File: config.mk
export PLATFORM = sky130hd
export DESIGN_NAME = ru_dump
export DESIGN_NICKNAME = d
export VERILOG_FILES = /design/src/rtl/rv_pkg.sv /design/src/rtl/ru_dump.sv
export SDC_FILE = /design/constraint.sdc
export NUM_CORES = 1
export LEC_CHECK = 0
export ABC_AREA = 1
export CORE_MARGIN = 2
export CORE_UTILIZATION = 49
export CTS_CLUSTER_DIAMETER = 50
export DETAILED_ROUTE_END_ITERATION = 8
export GPL_ROUTABILITY_DRIVEN = 0
export GPL_TIMING_DRIVEN = 0
export HOLD_SLACK_MARGIN = 0.12
export PLACE_DENSITY = 0.88
export SLEW_MARGIN = 40
export SYNTH_ARGS = -nofsm -noshare
export SYNTH_HDL_FRONTEND = slang
export SYNTH_SLANG_ARGS = --single-unit
File: constraint.sdc
create_clock -name clk -period 2.3 [get_ports clk]
set_input_delay 0.69 -clock clk [delete_from_list [all_inputs] [get_ports clk]]
set_output_delay 0.69 -clock clk [all_outputs]
set_load 0.02 [all_outputs]
File: src/rtl/rv_pkg.sv
// ---------------------------------------------------------------------------
// rv_pkg
// Shared definitions for the register-unit side of the core.
//   XLEN     : register word width
//   NREGS    : number of architectural registers (even, power of 2)
//   AW       : register index width, log2(NREGS)
//   reg_idx_t: register index type
//   word_t   : register word type
//   dump_state_t: state encoding of the register dump sequencer
// ---------------------------------------------------------------------------
package rv_pkg;

  localparam int XLEN  = 32;
  localparam int NREGS = 32;
  localparam int AW    = 5;

  typedef logic [AW-1:0]   reg_idx_t;
  typedef logic [XLEN-1:0] word_t;

  typedef enum logic [2:0] {
    IDLE   = 3'd0,
    FETCH  = 3'd1,
    SEND_A = 3'd2,
    SEND_B = 3'd3,
    FIN    = 3'd4
  } dump_state_t;

endpackage

File: src/rtl/ru_dump.sv
// ---------------------------------------------------------------------------
// ru_dump
// Sweeps the whole register file through the two asynchronous RU read ports
// and streams every register out, one word per handshake, tagged with its
// index. Two registers (an even/odd pair) are captured per fetch.
//
// Ports:
//   clk, rst_n        : clock, asynchronous active-low reset
//   start             : one-cycle dump request, honoured only in IDLE
//   abort             : cancel an active dump (no done pulse)
//   hold_req, busy    : high whenever the sequencer is not IDLE
//   done              : one-cycle pulse after the last word is accepted
//   rs1, rs2          : RU read addresses, even/odd index of current pair
//   RU_rs1, RU_rs2    : combinational RU read data
//   dump_valid/ready  : output word channel
//   dump_idx/data     : index and value of the presented word
//   dbg_state         : current sequencer state
//
// Output channel: a word is transferred on a rising edge where dump_valid and
// dump_ready are both high. Once dump_valid is high, dump_idx and dump_data
// hold steady until that transfer; dump_valid only falls after a transfer,
// on abort, or on reset. dump_ready while dump_valid is low is ignored.
// ---------------------------------------------------------------------------
module ru_dump
  import rv_pkg::*;
(
  input  logic        clk,
  input  logic        rst_n,
  input  logic        start,
  input  logic        abort,
  output logic        hold_req,
  output logic        busy,
  output logic        done,
  output reg_idx_t    rs1,
  output reg_idx_t    rs2,
  input  word_t       RU_rs1,
  input  word_t       RU_rs2,
  output logic        dump_valid,
  input  logic        dump_ready,
  output reg_idx_t    dump_idx,
  output word_t       dump_data,
  output dump_state_t dbg_state
);

  localparam int PW = AW - 1;
  localparam logic [PW-1:0] LAST_PAIR = PW'(NREGS / 2 - 1);

  dump_state_t   r_state;
  logic [PW-1:0] r_pair;
  word_t         r_buf_a;
  word_t         r_buf_b;
  logic          r_busy;
  logic          r_done;
  logic          r_valid;
  logic          w_hs;
  logic          w_odd;

  assign w_hs  = r_valid & dump_ready;
  // The odd word of the pair is on the channel only in SEND_B.
  assign w_odd = (r_state == SEND_B);

  // Read addresses come straight from the pair counter register, so they are
  // stable for the whole FETCH cycle and change on the edge the pair advances.
  assign rs1 = {r_pair, 1'b0};
  assign rs2 = {r_pair, 1'b1};

  assign hold_req   = r_busy;
  assign busy       = r_busy;
  assign done       = r_done;
  assign dump_valid = r_valid;
  assign dump_idx   = {r_pair, w_odd};
  assign dump_data  = w_odd ? r_buf_b : r_buf_a;
  assign dbg_state  = r_state;

  always_ff @(posedge clk or negedge rst_n) begin
    if (!rst_n) begin
      r_state <= IDLE;
      r_pair  <= '0;
      r_buf_a <= '0;
      r_buf_b <= '0;
      r_busy  <= 1'b0;
      r_done  <= 1'b0;
      r_valid <= 1'b0;
    end else begin
      r_done <= 1'b0;
      // Abort overrides everything, including a handshake in the same cycle.
      // In IDLE it also masks a simultaneous start.
      if (abort) begin
        r_state <= IDLE;
        r_pair  <= '0;
        r_busy  <= 1'b0;
        r_valid <= 1'b0;
      end else begin
        case (r_state)
          IDLE: begin
            if (start) begin
              r_state <= FETCH;
              r_busy  <= 1'b1;
            end
          end
          FETCH: begin
            r_buf_a <= RU_rs1;
            r_buf_b <= RU_rs2;
            r_valid <= 1'b1;
            r_state <= SEND_A;
          end
          SEND_A: begin
            if (w_hs) begin
              r_state <= SEND_B;
            end
          end
          SEND_B: begin
            if (w_hs) begin
              r_valid <= 1'b0;
              if (r_pair == LAST_PAIR) begin
                r_state <= FIN;
                r_done  <= 1'b1;
              end else begin
                r_pair  <= r_pair + 1'b1;
                r_state <= FETCH;
              end
            end
          end
          FIN: begin
            r_state <= IDLE;
            r_pair  <= '0;
            r_busy  <= 1'b0;
          end
          default: begin
            r_state <= IDLE;
            r_pair  <= '0;
            r_busy  <= 1'b0;
            r_valid <= 1'b0;
          end
        endcase
      end
    end
  end

endmodule
==> results of run 1 <==
synth_stat cells, drive strengths merged:
cell type and n:
buf 29, nand3b 1, a21oi 2, o21bai 1, clkbuf 3, dfrtp 74
nand3 9, ha 1, o21ai 67, nor2 13, inv 73, nand2 183
conb 2, nand4 1, xnor2 1
power by group through the flow:
stage,Clock [mW],Sequential [mW],Combinational [mW]
3_5_place_dp,0,2.18,2.96
3_3_place_gp,0,2.14,2.87
6_report,1.21,2.16,2.86
5_1_grt,1.29,2.22,3.16
2_1_floorplan,0,2.14,1.69
4_1_cts,1.22,2.15,2.78
flip-flops by register name, indices dropped and copies added, names as in the netlist:
signal and flops:
done 1, r_pair 4, dbg_state 3, r_buf_a 32, r_buf_b 32, busy 1, dump_valid 1
placed cells by master, fill, tap and decap left out, types with 3 or more instances in the layout:
cell type        count
dfrtp_2              3
buf_4               32
nand2_1            181
bufinv_16            3
buf_6                9
dfrtp_1             71
nand3_1              7
inv_1               70
nor2_1              12
o21ai_1             64
buf_2               25
o21ai_0              3
clkdlybuf4s50_1     85
clkbuf_8            12
layout make-up:
class                           instances  area [µm²]
Buffer                                 32       279.0
Clock buffer                           10       137.6
Clock inverter                          5       102.6
Fill cell                             587        2006
Inverter                               73       279.0
Multi-Input combinational cell        281        1204
Sequential cell                        74        1856
Tap cell                               99       123.9
Timing Repair Buffer                  128        1150
path summary, 6_finish.rpt:
path,cells past startpoint,to,start
max,3,dbg_state[1],dbg_state[1]$_DFFE_PN0P_
min,1,r_pair[3]$_DFFE_PN0P_,rst_n
max reg2reg,8,r_buf_b[10]$_DFFE_PN0P_,dbg_state[1]$_DFFE_PN0P_
min reg2reg,2,r_buf_a[5]$_DFFE_PN0P_,r_buf_a[5]$_DFFE_PN0P_
max in group asynchronous,2,r_buf_a[1]$_DFFE_PN0P_,rst_n
min in group clk,2,r_buf_a[5]$_DFFE_PN0P_,r_buf_a[5]$_DFFE_PN0P_
worst reg2reg max path: stages (launching register included):
cell and delay (ns):
dfrtp_1 0.41, buf_4 0.14, buf_4 0.13, inv_1 0.10
nand3_2 0.10, buf_4 0.20, buf_2 0.19, nand2_1 0.09
o21ai_1 0.07
layer usage:
layer / routed length, µm / up-vias / share of wire (%)
met4: 101 / 0 / 1.1
met3: 643 / 13 / 6.9
met5: 0 / - / 0
met1: 3852 / 1608 / 41
met2: 4779 / 127 / 51
li1: - / 1653 / -
logic make-up (layout without fill, tap and decap cells):
logic type / Yosys count / in the layout
compound gates: 70 / 70
simple gates: 207 / 207
flops: 74 / 74
other cells: 2 / 2
buf+inv: 105 / 248
fa+ha+maj: 1 / 1
xor+xnor: 1 / 1
timing repair:
item | in CTS | in global routing
pin swaps | 2 | 0
resized for setup | 138 | 26
setup endpoints to repair | 33 | 32
setup buffers | 5 | 2
==> flow_summary_export.csv, run 1 <==
group,metric,value,unit
worst_setup_path,cp_top_family,"buffers and inverters",
global_routing,grt.met1_usage,28.76,%
global_routing,antenna_found_initial,0,
clocking,h-tree-depth,3,
route,firstDrtPassIters,4,
worst_setup_path,max_stage_delay,0.53,ns
logic_synthesis,synth_top_family_by_area,"simple AND/OR/NAND/NOR gates",
timing,timing.hold.ws,0.1928,ns
global_routing,grt_max_degree,52,
logic_synthesis,synthAdderAreaFrac,0.3519,%
power,p_leak,2.802,nW
timing,finalClockSkew,0.005758,ns
die,coreArea,7137,µm²
route,drtAntennaViolNets,0,
power,netSwitchingFraction,39.27,%
worst_setup_path,path_common_cell,"buf_4",
timing,max_freq,0.4449,GHz
logic_synthesis,synthCells,460,
route,vias,3401,
logic_synthesis,synth.top_cell.area_share,52.08,%
power,power_frac_comb,45.9,%
logic_synthesis,synth_area,3556,µm²
power,internal_power,3.786,mW
route,via_per_inst,4.845,
die,initial_core_util,49.82,%
clocking,cts_root_buffer,"clkbuf_8",
worst_setup_path,cp-end-kind,"primary output",
logic_synthesis,synthSimpleGateAreaFrac,22.91,%
route,remaining_drc_errors,0,
global_routing,grt_pass1_vias,3388,
route,wirelength,9377,µm
logic_synthesis,synth_compound_area_share,9.923,%
timing,finalCritPeriodShare,97.73,%
clocking,insertion_delay,0.34,ns
clocking,clockBufferDepth,2,
route,post_drt_wl_per_cell,13.36,µm
logic_synthesis,synth_warnings,0,
clocking,cts_tree,"done",
logic_synthesis,synth_nets,530,
power,powerDensity,1215,nW/µm²
timing,hold_violations,0,
placed_design,place_area,4910,µm²
power,seq_power_share,34.7,%
global_routing,grt_overflow_total,0,
route,first_iter_violations,154,
die,rows,31,
power,ir_worst_vdd,621.0,µV
power,power,6.235,mW
worst_setup_path,worstPathMaxFanout,3,
logic_synthesis,synth_xor_area_share,0.2463,%
timing,setup_viol_count_final,0,
status,status,"completed",
cells_and_area,n_antenna_cell,0,
logic_synthesis,ys_seq_area_share,52.08,%
worst_setup_path,slowest_stage,"clkdlybuf4s50_1",
clocking,cts_made_buffers,9,
timing,rsz0062_at_grt,"yes",
global_routing,gr-usage-all-layers,24.50,%
logic_synthesis,syn_avg_cell_area,7.730,µm²
die,die_area,7954,µm²
worst_setup_path,cp-start-kind,"flip-flop",
worst_setup_path,worstPathArrival,1.56,ns
clocking,cts.sinks,74,
placed_design,hpwlAfterDp,6706,µm
power,power.share.clock,19.4,%
cells_and_area,final_nets,669,
die,die_w,89.19,µm
cells_and_area,syn2layout_area_growth,44.30,%
cells_and_area,final_cells,702,
global_routing,grt_use_met2,44.44,%
global_routing,use_met3,5.078,%
worst_setup_path,required,1.61,ns
timing,tightest_slew,0.5938,ns
worst_setup_path,crit_buf_inv,3,
timing,maxSlewViolCount,0,
cells_and_area,final_area,5131,µm²
die,dieHeight,89.19,µm
logic_synthesis,synthMuxAreaShare,0,%
timing,setup_tns,0,ns
hold_path,hold_path.class,"in2async",
global_routing,grt_most_used_layer,"met2",
logic_synthesis,synth_seq_cells,74,
logic_synthesis,yosysTopAreaCell,"dfrtp_1",
placed_design,post-place-ws,-0.4057,ns
worst_setup_path,r2r_slack,0.74,ns
worst_setup_path,crit_chain,"buf_4, buf_4, clkdlybuf4s50_1",
global_routing,grt_pass1_wl,14860,µm
worst_setup_path,critPathKind,"reg2out",
clocking,clk_pin_slew,0.08,ns
logic_synthesis,ys_types,22,
cells_and_area,post-route-util,71.90,%
power,switching_power,2.449,mW
run,cap_violations,0,
placed_design,placed_cells,680,
die,pin_count,123,
cells_and_area,drive_gt1_share,16.42,%
timing,worst_slack,0.05219,ns
timing,fin_crit,2.248,ns
timing,slew_headroom,60.41,%
clocking,hold_buffers,0,
logic_synthesis,synth_area_leaders,"dfrtp_1 (52%), nand2_1 (19%), o21ai_1 (9.0%)",
placed_design,numPortBuffers,120,
Power figures use the tool's default switching activity.
==> run 2, diff against run 1 <==
- ABC_CLOCK_PERIOD_IN_PS: unset -> 2300
- CORE_MARGIN: 2 -> 4
- SLEW_MARGIN: 40 -> unset
==> run 2 against run 1 <==
  * Global-route usage shrank 2.6 points
  * Sequential power is essentially flat
  * Clock skew grew 0.0014 ns
  * Via count shrank 1.7%
  * Sequential share of layout area grew 0.67 points
  * Hold slack gained 0.29 ns
  * Total power shrank 4.4%
  * Final area shrank 2.0%
==> flow_summary_export.csv, run 2 (synthesis gave the netlist of run 1 again) <==
group,metric,value,unit
worst_setup_path,required,1.61,ns
timing,timing.hold.ws,0.4798,ns
clocking,h-tree-depth,3,
global_routing,grt_pass1_wl,15140,µm
cells_and_area,final_cell_mix,"nand2_1 (181), clkdlybuf4s50_1 (86), dfrtp_1 (73), inv_1 (70), o21ai_1 (64)",
worst_setup_path,worstPathArrival,1.57,ns
placed_design,hpwlAfterDp,6691,µm
timing,finalCritPeriodShare,98.11,%
cells_and_area,final_nets,666,
power,power,5.958,mW
route,firstDrtPassIters,4,
placed_design,placed_cells,676,
timing,setup_tns,0,ns
timing,hold_violations,0,
timing,setup_viol_count_final,0,
run,cap_violations,0,
worst_setup_path,r2r_cells,8,
cells_and_area,drive_gt1_share,15.31,%
worst_setup_path,worstPathMaxFanout,6,
cells_and_area,syn2layout_area_growth,41.49,%
worst_setup_path,max_stage_delay,0.39,ns
clocking,cts_root_buffer,"clkbuf_8",
cells_and_area,n_antenna_cell,0,
worst_setup_path,r2r-end,"r_buf_b[9]$_DFFE_PN0P_",
die,coreArea,6907,µm²
worst_setup_path,r2r_start,"dbg_state[1]$_DFFE_PN0P_",
worst_setup_path,r2r_slack,0.75,ns
die,die_area,8683,µm²
clocking,cts_made_buffers,9,
placed_design,place_area,4875,µm²
timing,slew_headroom,38.75,%
route,wirelength,9256,µm
die,initial_core_util,51.49,%
clocking,clk_pin_slew,0.08,ns
worst_setup_path,slowest_stage,"dfrtp_1",
worst_setup_path,cp-end-kind,"primary output",
global_routing,grt_max_degree,75,
global_routing,antenna_found_initial,0,
timing,finalClockSkew,0.007150,ns
worst_setup_path,critPathKind,"reg2out",
clocking,insertion_delay,0.35,ns
placed_design,numPortBuffers,120,
global_routing,grt_pass1_vias,3305,
hold_path,hold_path.class,"in2async",
timing,worst_slack,0.04339,ns
route,vias,3342,
timing,maxSlewViolCount,0,
cells_and_area,post-route-util,72.84,%
power,ir_worst_vdd,733.9,µV
worst_setup_path,path_common_cell,"nand2_1",
timing,tightest_slew,0.9188,ns
global_routing,grt_overflow_total,0,
cells_and_area,largestRegisters,"r_buf_a x32, r_buf_b x32, r_pair x4",
power,p_leak,2.752,nW
clocking,cts_tree,"done",
die,rows,30,
placed_design,post-place-ws,-0.3949,ns
worst_setup_path,crit_path_start,"dbg_state[1]$_DFFE_PN0P_",
route,first_iter_violations,163,
cells_and_area,layout_commonest_cell,"nand2_1",
status,status,"completed",
die,die_w,93.19,µm
route,post_drt_wl_per_cell,13.28,µm
route,remaining_drc_errors,0,
worst_setup_path,cp-start-kind,"flip-flop",
clocking,clockBufferDepth,2,
worst_setup_path,crit_chain,"nand2_2, inv_4, nand2_8, inv_6, nand2_1, nand2_1, dlygate4sd2_1",
cells_and_area,final_area,5031,µm²
timing,max_freq,0.4431,GHz
timing,fin_crit,2.257,ns
clocking,hold_buffers,0,
cells_and_area,final_cells,697,
route,via_per_inst,4.795,
clocking,cts.sinks,74,
power,powerDensity,1184,nW/µm²
die,dieHeight,93.19,µm
route,drtAntennaViolNets,0,
die,pin_count,123,
global_routing,gr-usage-all-layers,21.86,%
run 2: changes by cell type in the layout (fill, tap and decap cells not counted), moves of 2 or more:
cell,previous run,this run
dfrtp_1,71,73
buf_2,25,35
dlygate4sd2_1,0,2
clkbuf_2,2,0
dfrtp_2,3,1
buf_4,32,21
bufinv_16,3,1
run 2: worst max-delay path, delay by kind of cell (launching register included):
family / cells / cell delay, ns
buf+inv: 3 / 0.53
flops: 1 / 0.39
simple gates: 4 / 0.30
run 2: repair_timing:
item | 4_1_cts | 5_1_grt
resized for setup | 139 | 8
endpoints found under the setup margin | 33 | 26
pin swaps | 0 | 0
setup buffers | 3 | 2
run 2: layout make-up:
cell class	instances	area, µm²
Sequential cell	74	1853
Fill cell	535	1876
Multi-Input combinational cell	281	1212
Inverter	73	281.5
Tap cell	96	120.1
Timing Repair Buffer	125	1084
Clock buffer	12	155.1
Buffer	32	275.3
Clock inverter	4	50.05
run 2: power breakdown:
group	total, mW	internal (mW)	switching (mW)	leakage [nW]
Combinational	2.77	1.12	1.65	1.72
Sequential	2.15	1.85	0.306	0.936
Clock	1.03	0.559	0.474	0.0986
run 2: worst max-delay path by stage:
stage | end | slack [ns] | depth (start not counted)
6_report | dump_data[31] | 0.04 | 7
5_1_grt | dump_data[0] | -0.02 | 7
4_1_cts | dump_data[24] | 0.001 | 8
3_5_place_dp | dump_data[21] | -0.39 | 7
3_3_place_gp | r_buf_a[27]$_DFFE_PN0P_ | -1.90 | 1
2_1_floorplan | dump_data[11] | 0.29 | 6
run 2: per-layer routing:
layer	GRT usage (%)	vias to the layer above	part of all wire [%]	routed length, µm
li1	-	1644	-	-
met1	28.10	1554	42	3863
met2	37.61	123	50	4674
met3	2.655	21	5.5	508
met4	8.669	0	2.3	209
met5	0	-	0	0
